File: config.mk
export PLATFORM = sky130hd
export DESIGN_NAME = input_debouncer
export DESIGN_NICKNAME = d
export VERILOG_FILES = /design/src/rtl/input_debouncer.sv
export SDC_FILE = /design/constraint.sdc
export NUM_CORES = 1
export LEC_CHECK = 0
export ABC_AREA = 1
export CORE_ASPECT_RATIO = 0.8
export CORE_MARGIN = 2
export CORE_UTILIZATION = 55
export CTS_BUF_LIST = sky130_fd_sc_hd__clkbuf_4 sky130_fd_sc_hd__clkbuf_8
export CTS_CLUSTER_DIAMETER = 50
export CTS_CLUSTER_SIZE = 12
export DETAILED_ROUTE_END_ITERATION = 12
export PLACE_DENSITY = 0.85
export SETUP_SLACK_MARGIN = 0.5
export SYNTH_ARGS = -nofsm -noshare
export SYNTH_HDL_FRONTEND = slang
export SYNTH_SLANG_ARGS = --single-unit
export TNS_END_PERCENT = 1
File: constraint.sdc
create_clock -name clk -period 3.2 [get_ports clk]
set_input_delay 0.8 -clock clk [delete_from_list [all_inputs] [get_ports clk]]
set_output_delay 0.8 -clock clk [all_outputs]
set_load 0.01 [all_outputs]
File: src/rtl/input_debouncer.sv
// Synchronizes a raw asynchronous input and commits a new level only after
// DEBOUNCE_CYCLES consecutive agreeing samples; aborted transitions are counted.
module input_debouncer #(
  parameter int unsigned SYNC_STAGES     = 2,
  parameter int unsigned DEBOUNCE_CYCLES = 4,
  parameter int unsigned CNT_W           = 8,
  parameter bit          RESET_VAL       = 1'b0
) (
  input  logic       clk,
  input  logic       reset_n,
  input  logic       enable,
  input  logic       signal_in,
  input  logic       glitch_clr,
  output logic       signal_out,
  output logic       busy,
  output logic [7:0] glitch_cnt
);

  localparam int unsigned GLITCH_W = 8;
  localparam logic [CNT_W-1:0]    CNT_LAST   = CNT_W'(DEBOUNCE_CYCLES - 1);
  localparam logic [CNT_W-1:0]    CNT_ONE    = CNT_W'(1);
  localparam logic [GLITCH_W-1:0] GLITCH_MAX = '1;
  localparam bit                  SINGLE     = (DEBOUNCE_CYCLES == 1);

  typedef enum logic {
    STABLE = 1'b0,
    CHECK  = 1'b1
  } state_t;

  state_t                state;
  state_t                state_next;
  logic [SYNC_STAGES-1:0] sync_q;
  logic                  s;
  logic [CNT_W-1:0]      cnt;
  logic [CNT_W-1:0]      cnt_next;
  logic                  out_next;
  logic                  glitch_evt;
  logic [GLITCH_W-1:0]   glitch_next;

  // Metastability chain; shifts every edge regardless of enable.
  always_ff @(posedge clk or negedge reset_n) begin
    if (!reset_n) begin
      sync_q <= {SYNC_STAGES{RESET_VAL}};
    end else begin
      sync_q <= {sync_q[SYNC_STAGES-2:0], signal_in};
    end
  end

  assign s = sync_q[SYNC_STAGES-1];

  // State and all registered outputs.
  always_ff @(posedge clk or negedge reset_n) begin
    if (!reset_n) begin
      state      <= STABLE;
      cnt        <= '0;
      signal_out <= RESET_VAL;
      busy       <= 1'b0;
      glitch_cnt <= '0;
    end else begin
      state      <= state_next;
      cnt        <= cnt_next;
      signal_out <= out_next;
      busy       <= (state_next == CHECK);
      glitch_cnt <= glitch_next;
    end
  end

  // Next-state logic; dropping enable abandons any check in progress.
  always_comb begin
    state_next = state;
    if (!enable) begin
      state_next = STABLE;
    end else begin
      case (state)
        STABLE: begin
          if ((s != signal_out) && !SINGLE) begin
            state_next = CHECK;
          end
        end
        CHECK: begin
          if ((s == signal_out) || (cnt == CNT_LAST)) begin
            state_next = STABLE;
          end
        end
        default: state_next = STABLE;
      endcase
    end
  end

  // Counter, commit and glitch detection.
  always_comb begin
    cnt_next   = '0;
    out_next   = signal_out;
    glitch_evt = 1'b0;
    if (enable) begin
      case (state)
        STABLE: begin
          if (s != signal_out) begin
            if (SINGLE) begin
              out_next = s;
            end else begin
              cnt_next = CNT_ONE;
            end
          end
        end
        CHECK: begin
          if (s == signal_out) begin
            glitch_evt = 1'b1;
          end else if (cnt == CNT_LAST) begin
            out_next = s;
          end else begin
            cnt_next = cnt + CNT_ONE;
          end
        end
        default: cnt_next = '0;
      endcase
    end
  end

  // Saturating glitch counter; clear has priority over a same-cycle glitch.
  always_comb begin
    glitch_next = glitch_cnt;
    if (glitch_clr) begin
      glitch_next = '0;
    end else if (glitch_evt && (glitch_cnt != GLITCH_MAX)) begin
      glitch_next = glitch_cnt + GLITCH_W'(1);
    end
  end

endmodule

==> impl_table.tex, run 1 <==
\begin{tabular}{lr}
\hline
Metric & Value \\
\hline
\multicolumn{2}{l}{\textbf{Synth}} \\
Post-synth net total & 152 \\
Distinct cell type count of the synthesized netlist & 22 \\
Sequential element share of the synthesized area & 44.99\% \\
Number of warning messages in the yosys log & 0 \\
Post-synthesis async set-or-reset flop share & 100.0\% \\
Total standard cell area after synthesis & 0.001112 sq mm \\
Cells taking the most area after synthesis & dfrtp\_1, nand2\_1, nor2\_1 \\
Area share of the largest cell type after synthesis & 44.99\% \\
Most used DFF post-synth & dfrtp\_1 \\
Library cell with the largest summed area after synthesis & dfrtp\_1 \\
Synthesis-stage register bit count & 20 \\
Number of flops mapped to enable cells by yosys & 0 \\
Syn Area/Cell & 7.724 sq um \\
Post-synthesis instance total & 144 \\
\multicolumn{2}{l}{\textbf{Finish}} \\
Area growth syn-to-layout & 18.56\% \\
Leading cell type in the layout, fill and taps excluded & nand2\_1 \\
Most frequent cells in the layout & nand2\_1, nor2\_1, dfrtp\_1 \\
Fraction of final layout cells with drive strength greater than 1 & 8.642\% \\
Number of antenna cells inserted & 0 \\
Post-layout nets & 171 \\
\multicolumn{2}{l}{\textbf{Setup path}} \\
Worst path cell trace & clkdlybuf4s50\_1 \\
Crit path arrival time & 1.34 ns \\
Nature of the critical path endpoint & output pin \\
Critical-path top delay cell & clkdlybuf4s50\_1 \\
Number of cells on the worst reg-to-reg path & 6 \\
Kind of critical path & reg2out \\
CP top delay family & buffers and inverters \\
Required time reported for the critical path endpoint & 2.40 ns \\
Buf+Inv Stages, Crit Path & 1 \\
Logic depth of the worst path, buffers included & 1 \\
Critical Path Start Type & flip-flop \\
Highest cell delay on the worst timing path & 0.57 ns \\
Start point of the critical path & glitch\_cnt[3] \\
Start of the worst register-to-register path & glitch\_cnt[0] \\
Critical Path Fanout Max & 5 \\
Worst-case register-to-register setup slack & 1.75 ns \\
Reg2Reg Capture Point & glitch\_cnt[6] \\
Critical Path End & glitch\_cnt[3] \\
\multicolumn{2}{l}{\textbf{Routing}} \\
Detail-routed net length per standard cell & 11.49 um \\
Per-cell via count in the routed design & 5.188 \\
Residual antenna-violating net count after detailed routing & 0 \\
Count of routing violations after the opening detailed-route iteration & 24 \\
Via total after detailed routing & 965 \\
Residual DRC & 0 \\
Final wirelength & 2137 um \\
TritonRoute pass-1 iters & 4 \\
\multicolumn{2}{l}{\textbf{Global routing}} \\
Overflow left after global routing & 0 \\
Met2 track demand over resource & 33.49\% \\
Vias in the first global route & 869 \\
Most used routing layer in global routing & met2 \\
Largest net degree at the start of global routing & 21 \\
First-pass GRT wire length & 3760 um \\
Global-route track usage on met1 & 29.80\% \\
Overall global routing resource usage & 21.62\% \\
Met3 track demand over resource & 6.419\% \\
Antenna violations before repair & 0 \\
\multicolumn{2}{l}{\textbf{Clock network}} \\
\# hold bufs at CTS & 0 \\
PostCTS Resize Cnt & 0 \\
CTS tree & built \\
Clk slew on worst S/H paths & 0.11 ns \\
Maximum count of clock buffers along a single path & 2 \\
CTS H-tree lvls & 1 \\
Setup Fix Bufs, Post-CTS & 0 \\
Source-to-sink clock delay at the later pin of the worst-skew pair & 0.30 ns \\
Root cell of the clock tree & clkbuf\_4 \\
Number of clock sinks seen by CTS & 20 \\
Number of buffers created by CTS & 3 \\
\multicolumn{2}{l}{\textbf{Flow run}} \\
Number of maximum-capacitance violations & 0 \\
\multicolumn{2}{l}{\textbf{Die}} \\
FP Rows & 14 \\
Full die area & 0.002401 sq mm \\
Die Y-Extent & 44.23 um \\
Floorplan die width & 54.28 um \\
Initial core utilization & 58.80\% \\
CORE AREA & 0.001892 sq mm \\
Io pins & 15 \\
\multicolumn{2}{l}{\textbf{Place}} \\
Half-perimeter wire length after placement & 1684 um \\
RePlAce Congestion & 0.8595 \\
Number of port buffers & 14 \\
\multicolumn{2}{l}{\textbf{Power}} \\
Peak supply drop & 0.3099 mV \\
Sw Ratio & 23.20\% \\
Portion of total power attributed to the clock network & 32.5\% \\
Final Total Pwr & 0.0004466 W \\
Internal power & 0.0003430 W \\
Seq pwr share & 58.8\% \\
Reported net switching power & 0.0001036 W \\
Power share of the combinational group & 8.7\% \\
P\_leak & 0.6387 nW \\
PwrDens & 338.6 mW/mm\^{}2 \\
\multicolumn{2}{l}{\textbf{Timing}} \\
Setup TNS & 0 ns \\
Unrepaired setup endpoints after global routing & no \\
Max Freq & 467.6 MHz \\
Endpoints failing hold & 0 \\
Min cycle time layout & 2.139 ns \\
Transition time of the tightest slew-check pin & 0.8625 ns \\
Headroom to the max-slew limit & 42.32\% \\
Period utilisation layout & 66.84\% \\
Worst-case clock skew & 0.006756 ns \\
Max Slew Vio Count & 0 \\
Setup violation total in the final timing report & 0 \\
\multicolumn{2}{l}{\textbf{Run status}} \\
Run status & complete, no violations \\
\multicolumn{2}{l}{\textbf{Hold path}} \\
Hold Path Origin & sync\_q[0] \\
Hold Path Class & reg2reg \\
\hline
\end{tabular}
==> synthesized netlist by cell type, types with 2 or more instances <==
master / instances
ha_1: 3
nand4_1: 2
nor3_1: 2
a21oi_1: 2
nand2_1: 47
inv_1: 17
nand3_1: 9
xnor2_1: 3
dfrtp_1: 20
nor3_2: 3
nor2_4: 3
nor2_1: 23
==> area by class of cell <==
cell class | count | area [sq um]
fillers | 157 | 573.1
well taps | 24 | 30.03
inverters | 18 | 67.56
repair buffers | 14 | 140.1
clock buffers | 4 | 36.28
flip-flops and latches | 20 | 500.5
multi-input cells | 106 | 544.3
==> state kept, by name, indices dropped and copies added (netlist names) <==
signal / count
cnt: 8
signal_out: 1
sync_q: 2
state: 1
glitch_cnt: 8
==> metrics by stage <==
| stage | instances | hold slack [ns] | area [sq um] | util, % | setup slack (ns) |
|---|---|---|---|---|---|
| floorplan | 144 | 0.3312 | 1112 | - | 1.719 |
| global placement | 182 | 0.3381 | 1282 | 67.79 | 1.122 |
| detailed placement | 182 | 0.3442 | 1282 | 67.79 | 1.041 |
| CTS | 186 | 0.3710 | 1319 | 69.71 | 1.064 |
| global route | 186 | 0.3823 | 1319 | 69.71 | 1.010 |
| finish | 186 | 0.3681 | 1319 | 69.71 | 1.061 |
==> power groups by stage <==
stage | combinational [W] | sequential [W] | clock, W
final | 0.0000387 | 0.000263 | 0.000145
after global routing | 0.0000441 | 0.000264 | 0.000162
after CTS | 0.0000393 | 0.000263 | 0.000149
after detailed placement | 0.0000392 | 0.000268 | 0
after global placement | 0.0000377 | 0.000267 | 0
after floorplan | 0.0000172 | 0.000268 | 0
==> worst register-to-register path, stage by stage (launching register included) <==
cell     delay (ns)
dfrtp_1        0.45
ha_1           0.25
nand3_1        0.15
nor2_4         0.07
o21ai_1        0.30
nand2_1        0.10
nand2_1        0.07
==> logic make-up (layout without fill, tap and decap cells) <==
logic type                 after synthesis  count (layout)  synth area share [%]
adders and majority gates                3               3                 3.375
and+or+nand+nor                         94              94                 39.93
buffers and inverters                   18              36                 6.074
AOI/OAI and AO/OA                        5               5                 2.474
DFF                                     20              20                 44.99
xor gates and xnor gates                 4               4                 3.150
==> worst min-delay path by stage <==
stage	to	slack, ns	cells past startpoint
3_5_place_dp	sync_q[1]	0.34	0
4_1_cts	sync_q[1]	0.37	0
5_1_grt	sync_q[1]	0.38	0
6_report	sync_q[1]	0.37	0
2_1_floorplan	sync_q[1]	0.33	0
3_3_place_gp	sync_q[1]	0.34	0
==> metal layers <==
metal  vias to the layer above  routed length (um)
met5                         -                   0
met4                         0                  25
met3                         7                 112
met2                        30                1026
met1                       445                 972
li1                        483                   -
Power figures use the tool's default switching activity.
==> run 2: changes to the inputs <==
Settings changed: CORE_UTILIZATION 55 to 50, PLACE_DENSITY 0.85 to 0.82.
Clock period 3.2 ns to 1.9 ns, I/O delays scaled along.
==> impl_table.tex, run 2 (synthesis gave the netlist of run 1 again) <==
\begin{tabular}{lr}
\hline
Metric & Value \\
\hline
\multicolumn{2}{l}{\textbf{Run status}} \\
Run status & complete, no violations (unchanged) \\
\multicolumn{2}{l}{\textbf{Hold path}} \\
Hold Path Class & reg2reg (unchanged) \\
WHS Endpoint & sync\_q[1] (unchanged) \\
Hold path cells & 0 (unchanged) \\
Hold Path Origin & sync\_q[0] (unchanged) \\
\multicolumn{2}{l}{\textbf{Clock network}} \\
Clk slew on worst S/H paths & 0.12 ns (was 0.11 ns) \\
Number of clock sinks seen by CTS & 20 (unchanged) \\
Root cell of the clock tree & clkbuf\_4 (unchanged) \\
Maximum count of clock buffers along a single path & 2 (unchanged) \\
\# hold bufs at CTS & 0 (unchanged) \\
CTS H-tree lvls & 1 (unchanged) \\
Source-to-sink clock delay at the later pin of the worst-skew pair & 0.31 ns (was 0.30 ns) \\
CTS tree & built (unchanged) \\
Number of buffers created by CTS & 3 (unchanged) \\
\multicolumn{2}{l}{\textbf{Global routing}} \\
Largest net degree at the start of global routing & 21 (unchanged) \\
Antenna violations before repair & 0 (unchanged) \\
First-pass GRT wire length & 3843 um (was 3760 um) \\
Vias in the first global route & 900 (was 869) \\
Overflow left after global routing & 0 (unchanged) \\
Overall global routing resource usage & 19.57\% (was 21.62\%) \\
\multicolumn{2}{l}{\textbf{Setup path}} \\
CP top delay family & flip-flops (was buffers and inverters) \\
Reg2Reg Capture Point & glitch\_cnt[6] (unchanged) \\
Worst path cell trace & dlygate4sd2\_1 (was clkdlybuf4s50\_1) \\
Start of the worst register-to-register path & glitch\_cnt[0] (unchanged) \\
Number of cells on the worst reg-to-reg path & 8 (was 6) \\
Buf+Inv Stages, Crit Path & 1 (unchanged) \\
Worst-case register-to-register setup slack & 0.53 ns (was 1.75 ns) \\
Nature of the critical path endpoint & output pin (unchanged) \\
Highest cell delay on the worst timing path & 0.38 ns (was 0.57 ns) \\
Critical Path Fanout Max & 2 (was 5) \\
Required time reported for the critical path endpoint & 1.42 ns (was 2.40 ns) \\
Crit path arrival time & 0.96 ns (was 1.34 ns) \\
Kind of critical path & reg2out (unchanged) \\
Critical Path Start Type & flip-flop (unchanged) \\
Critical-path top delay cell & dfrtp\_1 (was clkdlybuf4s50\_1) \\
\multicolumn{2}{l}{\textbf{Finish}} \\
Largest registers ranked by flip-flop count & cnt (8), glitch\_cnt (8), sync\_q (2) (unchanged) \\
Area growth syn-to-layout & 30.26\% (was 18.56\%) \\
Post-layout nets & 183 (was 171) \\
Filler instances & 163 (was 157) \\
Leading cell type in the layout, fill and taps excluded & nand2\_1 (unchanged) \\
Fraction of final layout cells with drive strength greater than 1 & 17.82\% (was 8.642\%) \\
Fin area & 0.001449 sq mm (was 0.001319 sq mm) \\
Final standard cell utilization of the core & 68.32\% (was 69.71\%) \\
Number of antenna cells inserted & 0 (unchanged) \\
Most frequent cells in the layout & nand2\_1, nor2\_1, dfrtp\_1 (unchanged) \\
\multicolumn{2}{l}{\textbf{Timing}} \\
Period utilisation layout & 75.69\% \\
Min cycle time layout & 1.438 ns \\
Endpoints failing hold & 0 (unchanged) \\
Setup TNS & 0 ns (unchanged) \\
Max Slew Vio Count & 0 (unchanged) \\
Headroom to the max-slew limit & 82.26\% (was 42.32\%) \\
Setup violation total in the final timing report & 0 (unchanged) \\
Transition time of the tightest slew-check pin & 0.2661 ns (was 0.8625 ns) \\
Final worst hold slack & 0.3713 ns (was 0.3681 ns) \\
Unrepaired setup endpoints after global routing & yes (was no) \\
Worst-case clock skew & 0.01059 ns (was 0.006756 ns) \\
Max Freq & 695.4 MHz \\
\multicolumn{2}{l}{\textbf{Place}} \\
RePlAce Congestion & 0.9126 (was 0.8595) \\
Half-perimeter wire length after placement & 1675 um (was 1684 um) \\
Instance area at placement & 0.001291 sq mm (was 0.001282 sq mm) \\
Number of port buffers & 14 (unchanged) \\
\multicolumn{2}{l}{\textbf{Routing}} \\
Via total after detailed routing & 1035 (was 965) \\
Detail-routed net length per standard cell & 12.01 um (was 11.49 um) \\
Count of routing violations after the opening detailed-route iteration & 22 (was 24) \\
Residual antenna-violating net count after detailed routing & 0 (unchanged) \\
Residual DRC & 0 (unchanged) \\
TritonRoute pass-1 iters & 4 (unchanged) \\
Final wirelength & 2389 um (was 2137 um) \\
Per-cell via count in the routed design & 5.201 (was 5.188) \\
\multicolumn{2}{l}{\textbf{Die}} \\
FP Rows & 15 (was 14) \\
Full die area & 0.002620 sq mm (was 0.002401 sq mm) \\
Io pins & 15 (unchanged) \\
Initial core utilization & 52.45\% (was 58.80\%) \\
Floorplan die width & 56.74 um (was 54.28 um) \\
CORE AREA & 0.002121 sq mm (was 0.001892 sq mm) \\
Die Y-Extent & 46.19 um (was 44.23 um) \\
\multicolumn{2}{l}{\textbf{Power}} \\
Peak supply drop & 0.5169 mV (was 0.3099 mV) \\
Final Total Pwr & 0.0008655 W (was 0.0004466 W) \\
P\_leak & 0.7384 nW (was 0.6387 nW) \\
PwrDens & 597.3 mW/mm\^{}2 (was 338.6 mW/mm\^{}2) \\
\multicolumn{2}{l}{\textbf{Flow run}} \\
Number of maximum-capacitance violations & 0 (unchanged) \\
\hline
\end{tabular}
-- run 2: routing by layer --
metal,share of wire (%),vias up,global-route usage (%),wire length [um]
li1,-,510,-,-
met1,44,493,25.36,1057
met2,51,30,34.19,1215
met3,4.6,2,6.180,111
met4,0.17,0,1.860,4
met5,0,-,0,0
-- run 2: worst max path at each step --
stage	from	end	cells after the start
final	glitch_cnt[7]	glitch_cnt[7]	1
after global placement	enable	glitch_cnt[4]	8
after detailed placement	enable	glitch_cnt[6]	8
after global routing	glitch_cnt[0]	glitch_cnt[6]	8
after CTS	glitch_cnt[7]	glitch_cnt[7]	1
after floorplan	glitch_cnt[0]	glitch_cnt[4]	7
-- run 2: stage by stage --
step | std cells | setup slack (ns)
CTS | 198 | 0.4560
global route | 199 | 0.4174
floorplan | 144 | 0.6066
global placement | 184 | 0.1400
detailed placement | 184 | 0.09026
finish | 199 | 0.4620
-- run 2: layout make-up --
class                           count  area (sq um)  area share [%]
Clock buffer                        3         22.52           1.554
Clock inverter                      1         30.03           2.073
Inverter                           18         68.82           4.750
Multi-Input combinational cell    106         565.5           39.03
Sequential cell                    20         500.5           34.54
Tap cell                           25         31.28           2.159
Timing Repair Buffer               26         230.2           15.89
-- run 2: power breakdown --
| group | internal, W | switching (W) | total [W] |
|---|---|---|---|
| combinational | 0.0000326 | 0.0000463 | 0.0000789 |
| sequential | 0.000434 | 0.00000563 | 0.000440 |
| clock | 0.000213 | 0.000133 | 0.000347 |
-- run 2: repair_timing --
| item | in CTS | in global routing |
|---|---|---|
| pin swaps | 1 | 3 |
| endpoints found under the setup margin | 18 | 22 |
| gates resized for setup | 22 | 5 |
| setup buffers | 10 | 1 |
==> run 3: changes to the inputs <==
Clock period 1.9 ns to 1.2 ns, I/O delays scaled along.
==> impl_table.tex, run 3 (synthesis gave the netlist of run 1 again) <==
\begin{tabular}{lr}
\hline
Metric & Value \\
\hline
\multicolumn{2}{l}{\textbf{Global routing}} \\
Largest net degree at the start of global routing & 21 (unchanged) \\
First-pass GRT wire length & 4347 um (was 3843 um) \\
Antenna violations before repair & 0 (unchanged) \\
Overflow left after global routing & 0 (unchanged) \\
Overall global routing resource usage & 22.73\% (was 19.57\%) \\
Vias in the first global route & 989 (was 900) \\
\multicolumn{2}{l}{\textbf{Routing}} \\
Final wirelength & 2557 um (was 2389 um) \\
Via total after detailed routing & 1041 (was 1035) \\
Detail-routed net length per standard cell & 12.41 um (was 12.01 um) \\
Residual DRC & 0 (unchanged) \\
Count of routing violations after the opening detailed-route iteration & 19 (was 22) \\
Residual antenna-violating net count after detailed routing & 0 (unchanged) \\
Per-cell via count in the routed design & 5.053 (was 5.201) \\
TritonRoute pass-1 iters & 4 (unchanged) \\
\multicolumn{2}{l}{\textbf{Clock network}} \\
Root cell of the clock tree & clkbuf\_4 (unchanged) \\
Maximum count of clock buffers along a single path & 2 (unchanged) \\
Number of buffers created by CTS & 3 (unchanged) \\
CTS tree & built (unchanged) \\
Number of clock sinks seen by CTS & 20 (unchanged) \\
Clk slew on worst S/H paths & 0.11 ns (was 0.12 ns) \\
CTS H-tree lvls & 1 (unchanged) \\
Source-to-sink clock delay at the later pin of the worst-skew pair & 0.31 ns (about the same) \\
\multicolumn{2}{l}{\textbf{Setup path}} \\
Critical-path top delay cell & dfrtp\_1 (unchanged) \\
Kind of critical path & reg2out (unchanged) \\
Worst path cell trace & dlygate4sd2\_1 (unchanged) \\
Critical Path Start Type & flip-flop (unchanged) \\
Required time reported for the critical path endpoint & 0.90 ns (was 1.42 ns) \\
Highest cell delay on the worst timing path & 0.41 ns (was 0.38 ns) \\
CP top delay family & flip-flops (unchanged) \\
Critical Path Fanout Max & 2 (unchanged) \\
Crit path arrival time & 1.01 ns (was 0.96 ns) \\
Nature of the critical path endpoint & output pin (unchanged) \\
Buf+Inv Stages, Crit Path & 1 (unchanged) \\
\multicolumn{2}{l}{\textbf{Timing}} \\
Transition time of the tightest slew-check pin & 0.2372 ns (was 0.2661 ns) \\
Min cycle time layout & 1.309 ns \\
Minimum setup slack in the final design & -0.1093 ns (was 0.4620 ns) \\
Max Freq & 763.8 MHz \\
Unrepaired setup endpoints after global routing & yes (unchanged) \\
Setup violation total in the final timing report & 16 (was 0) \\
Headroom to the max-slew limit & 84.17\% (was 82.26\%) \\
Max Slew Vio Count & 0 (unchanged) \\
Endpoints failing hold & 0 (unchanged) \\
Worst-case clock skew & 0.003054 ns (was 0.01059 ns) \\
Period utilisation layout & 109.1\% \\
\multicolumn{2}{l}{\textbf{Power}} \\
P\_leak & 0.7761 nW (was 0.7384 nW) \\
Peak supply drop & 0.9412 mV (was 0.5169 mV) \\
PwrDens & 827.0 mW/mm\^{}2 (was 597.3 mW/mm\^{}2) \\
\multicolumn{2}{l}{\textbf{Place}} \\
Inst Count DP & 198 (was 184) \\
Half-perimeter wire length after placement & 1824 um (was 1675 um) \\
RePlAce Congestion & 0.9446 (was 0.9126) \\
Number of port buffers & 14 (unchanged) \\
\multicolumn{2}{l}{\textbf{Die}} \\
Floorplan die width & 56.74 um (unchanged) \\
Full die area & 0.002620 sq mm (unchanged) \\
Initial core utilization & 52.45\% (unchanged) \\
CORE AREA & 0.002121 sq mm (unchanged) \\
Io pins & 15 (unchanged) \\
FP Rows & 15 (unchanged) \\
Die Y-Extent & 46.19 um (unchanged) \\
\multicolumn{2}{l}{\textbf{Finish}} \\
Filler instances & 147 (was 163) \\
Post-route non-filler standard cell count & 206 (was 199) \\
Largest registers ranked by flip-flop count & cnt (8), glitch\_cnt (8), sync\_q (2) (unchanged) \\
Number of antenna cells inserted & 0 (unchanged) \\
Area growth syn-to-layout & 35.43\% (was 30.26\%) \\
Most frequent cells in the layout & nand2\_1, nor2\_1, dfrtp\_1 (unchanged) \\
Fraction of final layout cells with drive strength greater than 1 & 30.39\% (was 17.82\%) \\
Leading cell type in the layout, fill and taps excluded & nand2\_1 (unchanged) \\
Post-layout nets & 190 (was 183) \\
Final standard cell utilization of the core & 71.03\% (was 68.32\%) \\
\multicolumn{2}{l}{\textbf{Hold path}} \\
Hold Path Class & in2async (was reg2reg) \\
\multicolumn{2}{l}{\textbf{Run status}} \\
Run status & complete, but fails checks (was complete, no violations) \\
Violations in the final reports & setup timing \\
\multicolumn{2}{l}{\textbf{Flow run}} \\
Number of maximum-capacitance violations & 0 (unchanged) \\
\hline
\end{tabular}
==> run 3: changes by cell type in the layout (fill, tap and decap cells not counted), sizes merged <==
cell           before  now
clkdlybuf4s15       8    1
dlymetal6s2s        1    0
clkdlybuf4s50       3    4
buf                12   27
bufinv              1    0
==> run 3: worst paths after layout <==
| check | start | end | slack, ns | cells past startpoint |
|---|---|---|---|---|
| worst max-delay path | glitch_cnt[1] | glitch_cnt[1] | -0.11 | 1 |
| worst min-delay path | reset_n | state | 0.30 | 2 |
| worst max register to register | glitch_cnt[0] | glitch_cnt[1] | -0.10 | 8 |
| worst min register to register | sync_q[0] | sync_q[1] | 0.38 | 0 |
| max in group asynchronous | reset_n | glitch_cnt[3] | 0.76 | 2 |
| min in group clk | sync_q[0] | sync_q[1] | 0.38 | 0 |
==> run 3: through the flow <==
step / worst slack (ns) / hold slack (ns) / cell area [sq um] / power [W] / TNS [ns]
2_1_floorplan: -0.06805 / 0.004409 / 1120 / 0.0007608 / -0.5059
6_report: -0.1093 / 0.3032 / 1506 / 0.001246 / -0.9708
4_1_cts: -0.1360 / 0.3076 / 1483 / 0.001252 / -1.512
3_3_place_gp: -0.3069 / 0.3450 / 1416 / 0.0008384 / -3.792
5_1_grt: -0.2027 / 0.2959 / 1506 / 0.001311 / -2.484
3_5_place_dp: -0.3577 / 0.3433 / 1416 / 0.0008414 / -4.488
==> run 3: layout make-up <==
class / count / area (sq um) / share of cell area, %
Multi-Input combinational cell: 106 / 613.1 / 40.70
Sequential cell: 20 / 500.5 / 33.22
Timing Repair Buffer: 33 / 257.7 / 17.11
Inverter: 18 / 67.56 / 4.485
Clock buffer: 4 / 36.28 / 2.409
Tap cell: 25 / 31.28 / 2.076
==> run 3: layer usage <==
layer | routed length, um | global-route usage, % | vias up | part of all wire (%)
met5 | 0 | 0 | - | 0
li1 | - | - | 518 | -
met2 | 1255 | 38.84 | 40 | 49
met1 | 1030 | 26.36 | 471 | 40
met4 | 126 | 12.56 | 0 | 4.9
met3 | 144 | 6.742 | 12 | 5.6
==> run 3: timing repair <==
item                       4_1_cts  5_1_grt
gates resized for setup         45        9
setup endpoints to repair       28       28
buffers inserted                 4        0
hold buffers                     0        0
pin swaps                       11       12
==> run 3: where the power goes <==
| group | internal (W) | total [W] | switching, W |
|---|---|---|---|
| combinational | 0.0000681 | 0.000150 | 0.0000814 |
| sequential | 0.000687 | 0.000696 | 0.00000869 |
| clock | 0.000186 | 0.000400 | 0.000214 |
| total | 0.000941 | 0.00125 | 0.000304 |
==> RTL edit 1 (flow settings as in run 3) <==
Register the output `glitch_cnt` once more, with the module's reset; this adds one clock of latency there. The other outputs are not delayed to match.
--- a/src/rtl/input_debouncer.sv
+++ b/src/rtl/input_debouncer.sv
@@ -27,6 +27,8 @@
     CHECK  = 1'b1
   } state_t;
 
+  logic [7:0] glitch_cnt_s0;
+
   state_t                state;
   state_t                state_next;
   logic [SYNC_STAGES-1:0] sync_q;
@@ -55,13 +57,13 @@
       cnt        <= '0;
       signal_out <= RESET_VAL;
       busy       <= 1'b0;
-      glitch_cnt <= '0;
+      glitch_cnt_s0 <= '0;
     end else begin
       state      <= state_next;
       cnt        <= cnt_next;
       signal_out <= out_next;
       busy       <= (state_next == CHECK);
-      glitch_cnt <= glitch_next;
+      glitch_cnt_s0 <= glitch_next;
     end
   end
 
@@ -119,11 +121,19 @@
 
   // Saturating glitch counter; clear has priority over a same-cycle glitch.
   always_comb begin
-    glitch_next = glitch_cnt;
+    glitch_next = glitch_cnt_s0;
     if (glitch_clr) begin
       glitch_next = '0;
-    end else if (glitch_evt && (glitch_cnt != GLITCH_MAX)) begin
-      glitch_next = glitch_cnt + GLITCH_W'(1);
+    end else if (glitch_evt && (glitch_cnt_s0 != GLITCH_MAX)) begin
+      glitch_next = glitch_cnt_s0 + GLITCH_W'(1);
+    end
+  end
+
+  always_ff @(posedge clk or negedge reset_n) begin
+    if (!reset_n) begin
+      glitch_cnt <= '0;
+    end else begin
+      glitch_cnt <= glitch_cnt_s0;
     end
   end
 
Behaviour: not the same (Yosys sat finds a counterexample within 10 cycles, from zero or initial values and one cycle with reset_n low).
==> RTL edit 1 against run 3 <==
The flow still finishes with violations (setup timing); routed wire length is 1.6% higher; sequential cell count rose by 8; power is 23% higher; combinational power down 20%; setup slack better by 0.015 ns; area after synthesis up 14%; final area increased by 12%; maximum frequency is 1.2% higher; count of clock-buffer cells in the layout stayed put; largest power group unchanged.
==> RTL edit 1: results (changes against run 3) <==
Status = complete, but fails checks (unchanged)
Failing checks = setup timing (unchanged)
Worst Hold Slack = 0.3019 ns (was 0.3032 ns)
Lkg Pwr = 0.8814 nW (was 0.7761 nW)
GPL Wtd Cong = 0.8150 (was 0.9446)
GRT Util Overall = 0.2096 (was 0.2273)
Fillers = 181 (was 147)
H-tree depth = 1 (unchanged)
Reg2reg end = glitch_cnt_s0[6] (was glitch_cnt[1])
Fin worst setup slack = -0.09394 ns (was -0.1093 ns)
Nets@finish = 197 (was 190)
FF-to-FF Start = glitch_cnt_s0[0] (was glitch_cnt[0])
Vias in the first global route = 1037 (was 989)
Pre-CTS setup slack = -0.3910 ns (was -0.3577 ns)
Number of DRC markers in iteration 0 = 40 (was 19)
Seq/Total Area, Yosys = 0.5517 (was 0.4499)
Clk_skew = 0.005031 ns (was 0.003054 ns)
Worst-skew pair later-pin latency = 0.33 ns (was 0.31 ns)
Synthesized area per cell = 8.523 sq um (was 7.724 sq um)
Routed Wire Length = 2.599 mm (was 2.557 mm)
Crit path top cell by count = nor2_4
Endpoints failing setup = 11 (was 16)
Largest net degree at the start of global routing = 29 (was 21)
Ranking of synthesized cells by area = dfrtp_1 55%, nand2_1 14%, nor2_1 6.5% (was dfrtp_1 45%, nand2_1 16%, nor2_1 7.8%)
Library cells used by synthesis = 18 (was 22)
CP Max Fanout = 8 (was 2)
Mapped Nets = 157 (was 152)
DP Wirelength = 1.828 mm (was 1.824 mm)
Slew headroom = 0.8110 (was 0.8417)
Root Buffer = clkbuf_4 (unchanged)
Multi-input logic area = 573.1 sq um (was 613.1 sq um)
Switch share = 0.2188 (was 0.2444)
First-pass GRT wire length = 4.567 mm (was 4.347 mm)
Share of cells above drive strength 1 = 0.2713 (was 0.3039)
Worst Path Arrival = 1.57 ns (was 1.01 ns)
Vias = 1096 (was 1041)
Biggest regs = cnt x8, glitch_cnt x8, glitch_cnt_s0 x8 (was cnt x8, glitch_cnt x8, sync_q x2)
Final std cells w/o fill = 224 (was 206)
TNS Setup = -0.7000 ns (was -0.9708 ns)
Hold Crit Class = in2async (unchanged)
Worst-path clk slew = 0.14 ns (was 0.11 ns)
Maximum VDD drop = 0.8268 mV (was 0.9412 mV)
Register-to-Register Path Depth = 7 (was 8)
Synth top cells by count = 46 x nand2_1, 28 x dfrtp_1, 22 x nor2_1 (was 47 x nand2_1, 23 x nor2_1, 20 x dfrtp_1)
DP Area = 1610 sq um (was 1416 sq um)
==> RTL edit 1: changes by cell type after synthesis, moves of 2 or more <==
cell	run 3	this run
nor3_2	3	0
nand3b_1	0	2
dfrtp_1	20	28
nor3_1	2	5
==> RTL edit 1: cell families (layout without fill, tap and decap cells) <==
| group | count (synthesis) | in the layout | share of synthesized area |
|---|---|---|---|
| AND/OR/NAND/NOR | 92 | 93 | 0.3202 |
| buffers and inverters | 18 | 56 | 0.05320 |
| adder cells (fa/ha/maj) | 3 | 3 | 0.02956 |
| AO/OA/AOI/OAI | 4 | 4 | 0.01773 |
| XOR/XNOR | 4 | 4 | 0.02759 |
| flip-flops | 28 | 28 | 0.5517 |
==> RTL edit 1: what timing repair did <==
item / in CTS / in global routing
cloned: 1 / 0
setup buffers: 2 / 0
pin swaps: 17 / 3
gates resized for setup: 53 / 3
hold buffers: 0 / 0
endpoints found under the setup margin: 28 / 29
==> RTL edit 1: area by class of cell <==
cell class              instances  area share
well taps                      36     0.02677
flip-flops and latches         28      0.4171
repair buffers                 34      0.1539
multi-input cells             104      0.3405
inverters                      18     0.04015
clock buffers                   4     0.02156
==> RTL edit 1: power groups by stage <==
stage,Sequential (mW),Combinational [mW],Clock (mW)
6_report,0.962,0.120,0.450
5_1_grt,0.964,0.135,0.504
4_1_cts,0.962,0.118,0.463
3_5_place_dp,0.980,0.116,0
3_3_place_gp,0.979,0.112,0
2_1_floorplan,0.982,0.0346,0
==> RTL edit 1: worst max-delay path: cells and delay by family, from the launching register on <==
family                   cells  cell delay (ns)
AND/OR/NAND/NOR              6             0.65
flip-flops                   1             0.42
adder cells (fa/ha/maj)      1             0.17
==> RTL edit 1: per-layer routing <==
layer  share of wire  GRT usage  vias to the layer above
li1                -          -                      546
met1            0.45     0.2821                      510
met2            0.48     0.3243                       36
met3           0.067    0.06631                        4
met4          0.0088    0.06296                        0
met5               0          0                        -
==> RTL edit 1: worst max path at each step <==
stage	endpoint	start	slack, ns	cells past startpoint
5_1_grt	glitch_cnt_s0[5]	enable	-0.17	8
3_5_place_dp	glitch_cnt_s0[3]	enable	-0.39	8
6_report	glitch_cnt_s0[6]	glitch_cnt_s0[0]	-0.09	7
4_1_cts	glitch_cnt_s0[3]	glitch_cnt_s0[0]	-0.07	7
3_3_place_gp	glitch_cnt_s0[3]	enable	-0.34	8
2_1_floorplan	glitch_cnt_s0[4]	glitch_cnt_s0[0]	-0.0002	7
==> RTL edit 2 (settings of run 3) <==
Made on the original files. Change the parameter `RESET_VAL` from 1'b0 to 1'b1.
--- a/src/rtl/input_debouncer.sv
+++ b/src/rtl/input_debouncer.sv
@@ -4,7 +4,7 @@
   parameter int unsigned SYNC_STAGES     = 2,
   parameter int unsigned DEBOUNCE_CYCLES = 4,
   parameter int unsigned CNT_W           = 8,
-  parameter bit          RESET_VAL       = 1'b0
+  parameter bit          RESET_VAL       = 1'b1
 ) (
   input  logic       clk,
   input  logic       reset_n,
Function: changed (a bounded check fails within 4 cycles, from zero or initial values and one cycle with reset_n low).
==> RTL edit 2 against run 3 <==
Core utilization fell by 0.80 points; global-route usage down 2.4 points; the flow still finishes with violations (setup timing); register-to-register slack got worse by 0.03 ns; area after synthesis grew 0.34%; sequential cell count unchanged; routed wire length decreased by 2.9%; sequential power increased by 0.9%; die area up 0.31%; power fell by 1.1%; via count decreased by 0.96%; final area decreased by 0.25%; first-iteration DRC count is 5.3% lower; setup slack lost 0.023 ns.
==> RTL edit 2: results (changes against run 3) <==
Status = complete, but fails checks (unchanged)
Failing checks = setup timing (unchanged)
Met2 WL = 1.277 mm (was 1.255 mm)
Ranking of synthesized cells by area = dfrtp_1 38%, nand2_1 16%, nor2_1 7.7% (was dfrtp_1 45%, nand2_1 16%, nor2_1 7.8%)
Largest net degree at the start of global routing = 15 (was 21)
Worst Hold Slack = 0.2772 ns (was 0.3032 ns)
Number of DRC markers in iteration 0 = 18 (was 19)
GR Layer Usage met3 = 0.05337 (was 0.06742)
Fin worst setup slack = -0.1320 ns (was -0.1093 ns)
Seq/Total Area, Yosys = 0.4518 (was 0.4499)
TNS Setup = -1.993 ns (was -0.9708 ns)
CP Max Fanout = 8 (was 2)
Internal power = 945.8 uW (was 941.3 uW)
GPL Wtd Cong = 0.8840 (was 0.9446)
Fillers = 175 (was 147)
DP Area = 1408 sq um (was 1416 sq um)
GRT Util Overall = 0.2031 (was 0.2273)
Cell family with most CP delay = simple AND/OR/NAND/NOR gates (was flip-flops)
Max incr delay on CP = 0.58 ns (was 0.41 ns)
Clk_skew = 0.006335 ns (was 0.003054 ns)
First-pass GRT wire length = 3.939 mm (was 4.347 mm)
Library cells used by synthesis = 23 (was 22)
M1 WL = 1.081 mm (was 1.030 mm)
Vias/cell = 4.981 (was 5.053)
Met2 Use GR = 0.3488 (was 0.3884)
Worst slew pin tran = 0.2339 ns (was 0.2372 ns)
Met3 wire length = 91 um (was 144 um)
Synth top cells by count = 47 x nand2_1, 23 x nor2_1, 17 x dfrtp_1, 17 x inv_1, 9 x nand3_1 (was 47 x nand2_1, 23 x nor2_1, 20 x dfrtp_1)
Vias = 1031 (was 1041)
Met1 Use GR = 0.2602 (was 0.2636)
Vias in the first global route = 902 (was 989)
DP Wirelength = 1.857 mm (was 1.824 mm)
Slowest-stage cell, CP = dfstp_2 (was dfrtp_1)
Post-placement cell count = 198 (unchanged)
Lkg Pwr = 0.7689 nW (was 0.7761 nW)
Root Buffer = clkbuf_4 (unchanged)
Pre-CTS setup slack = -0.3508 ns (was -0.3577 ns)
Share of cells above drive strength 1 = 0.3352 (was 0.3039)
Endpoints failing setup = 18 (was 16)
Nets@finish = 191 (was 190)
Routed Wire Length = 2.484 mm (was 2.557 mm)
Worst Path Arrival = 1.52 ns (was 1.01 ns)
Maximum VDD drop = 0.9584 mV (was 0.9412 mV)
[RTL edit 2: cell count changes in the layout (fill, tap and decap cells not counted), sizes merged]
| cell | delta |
|---|---|
| dfrtp | -3 |
| dfstp | +3 |
| buf | +2 |
| clkdlybuf4s15 | -1 |
[RTL edit 2: layout make-up]
class / count / area [sq um] / share of cell area
Sequential cell: 20 / 504.2 / 0.3356
Multi-Input combinational cell: 106 / 611.8 / 0.4072
Inverter: 18 / 67.56 / 0.04496
Clock buffer: 4 / 36.28 / 0.02415
Tap cell: 25 / 31.28 / 0.02082
Timing Repair Buffer: 34 / 251.5 / 0.1674
[RTL edit 2: logic make-up after synthesis]
logic type / count (synthesis) / synth area share
adders and majority gates: 3 / 0.03364
xor gates and xnor gates: 4 / 0.03140
buffers and inverters: 18 / 0.06053
and+or+nand+nor: 94 / 0.3980
DFF: 20 / 0.4518
AOI/OAI and AO/OA: 5 / 0.02466
[RTL edit 2: final timing paths]
check,end,depth (start not counted),start
max in group asynchronous,glitch_cnt[2],2,reset_n
min in group clk,sync_q[1],0,sync_q[0]
worst max-delay path,glitch_cnt[0],7,signal_out
worst min register to register,sync_q[1],0,sync_q[0]
worst max register to register,glitch_cnt[0],7,signal_out
worst min-delay path,glitch_cnt[5],2,reset_n
[RTL edit 2: what timing repair did]
| action | CTS | global route |
|---|---|---|
| endpoints found under the setup margin | 28 | 28 |
| setup buffers | 4 | 1 |
| hold buffers | 0 | 0 |
| gates resized for setup | 49 | 10 |
| pin swaps | 12 | 11 |
[RTL edit 2: power by group through the flow]
stage	logic, mW	clock network [mW]	registers, mW
floorplan	0.0458	0	0.718
global placement	0.126	0	0.714
detailed placement	0.130	0	0.715
CTS	0.148	0.391	0.701
global route	0.166	0.417	0.704
finish	0.151	0.379	0.702
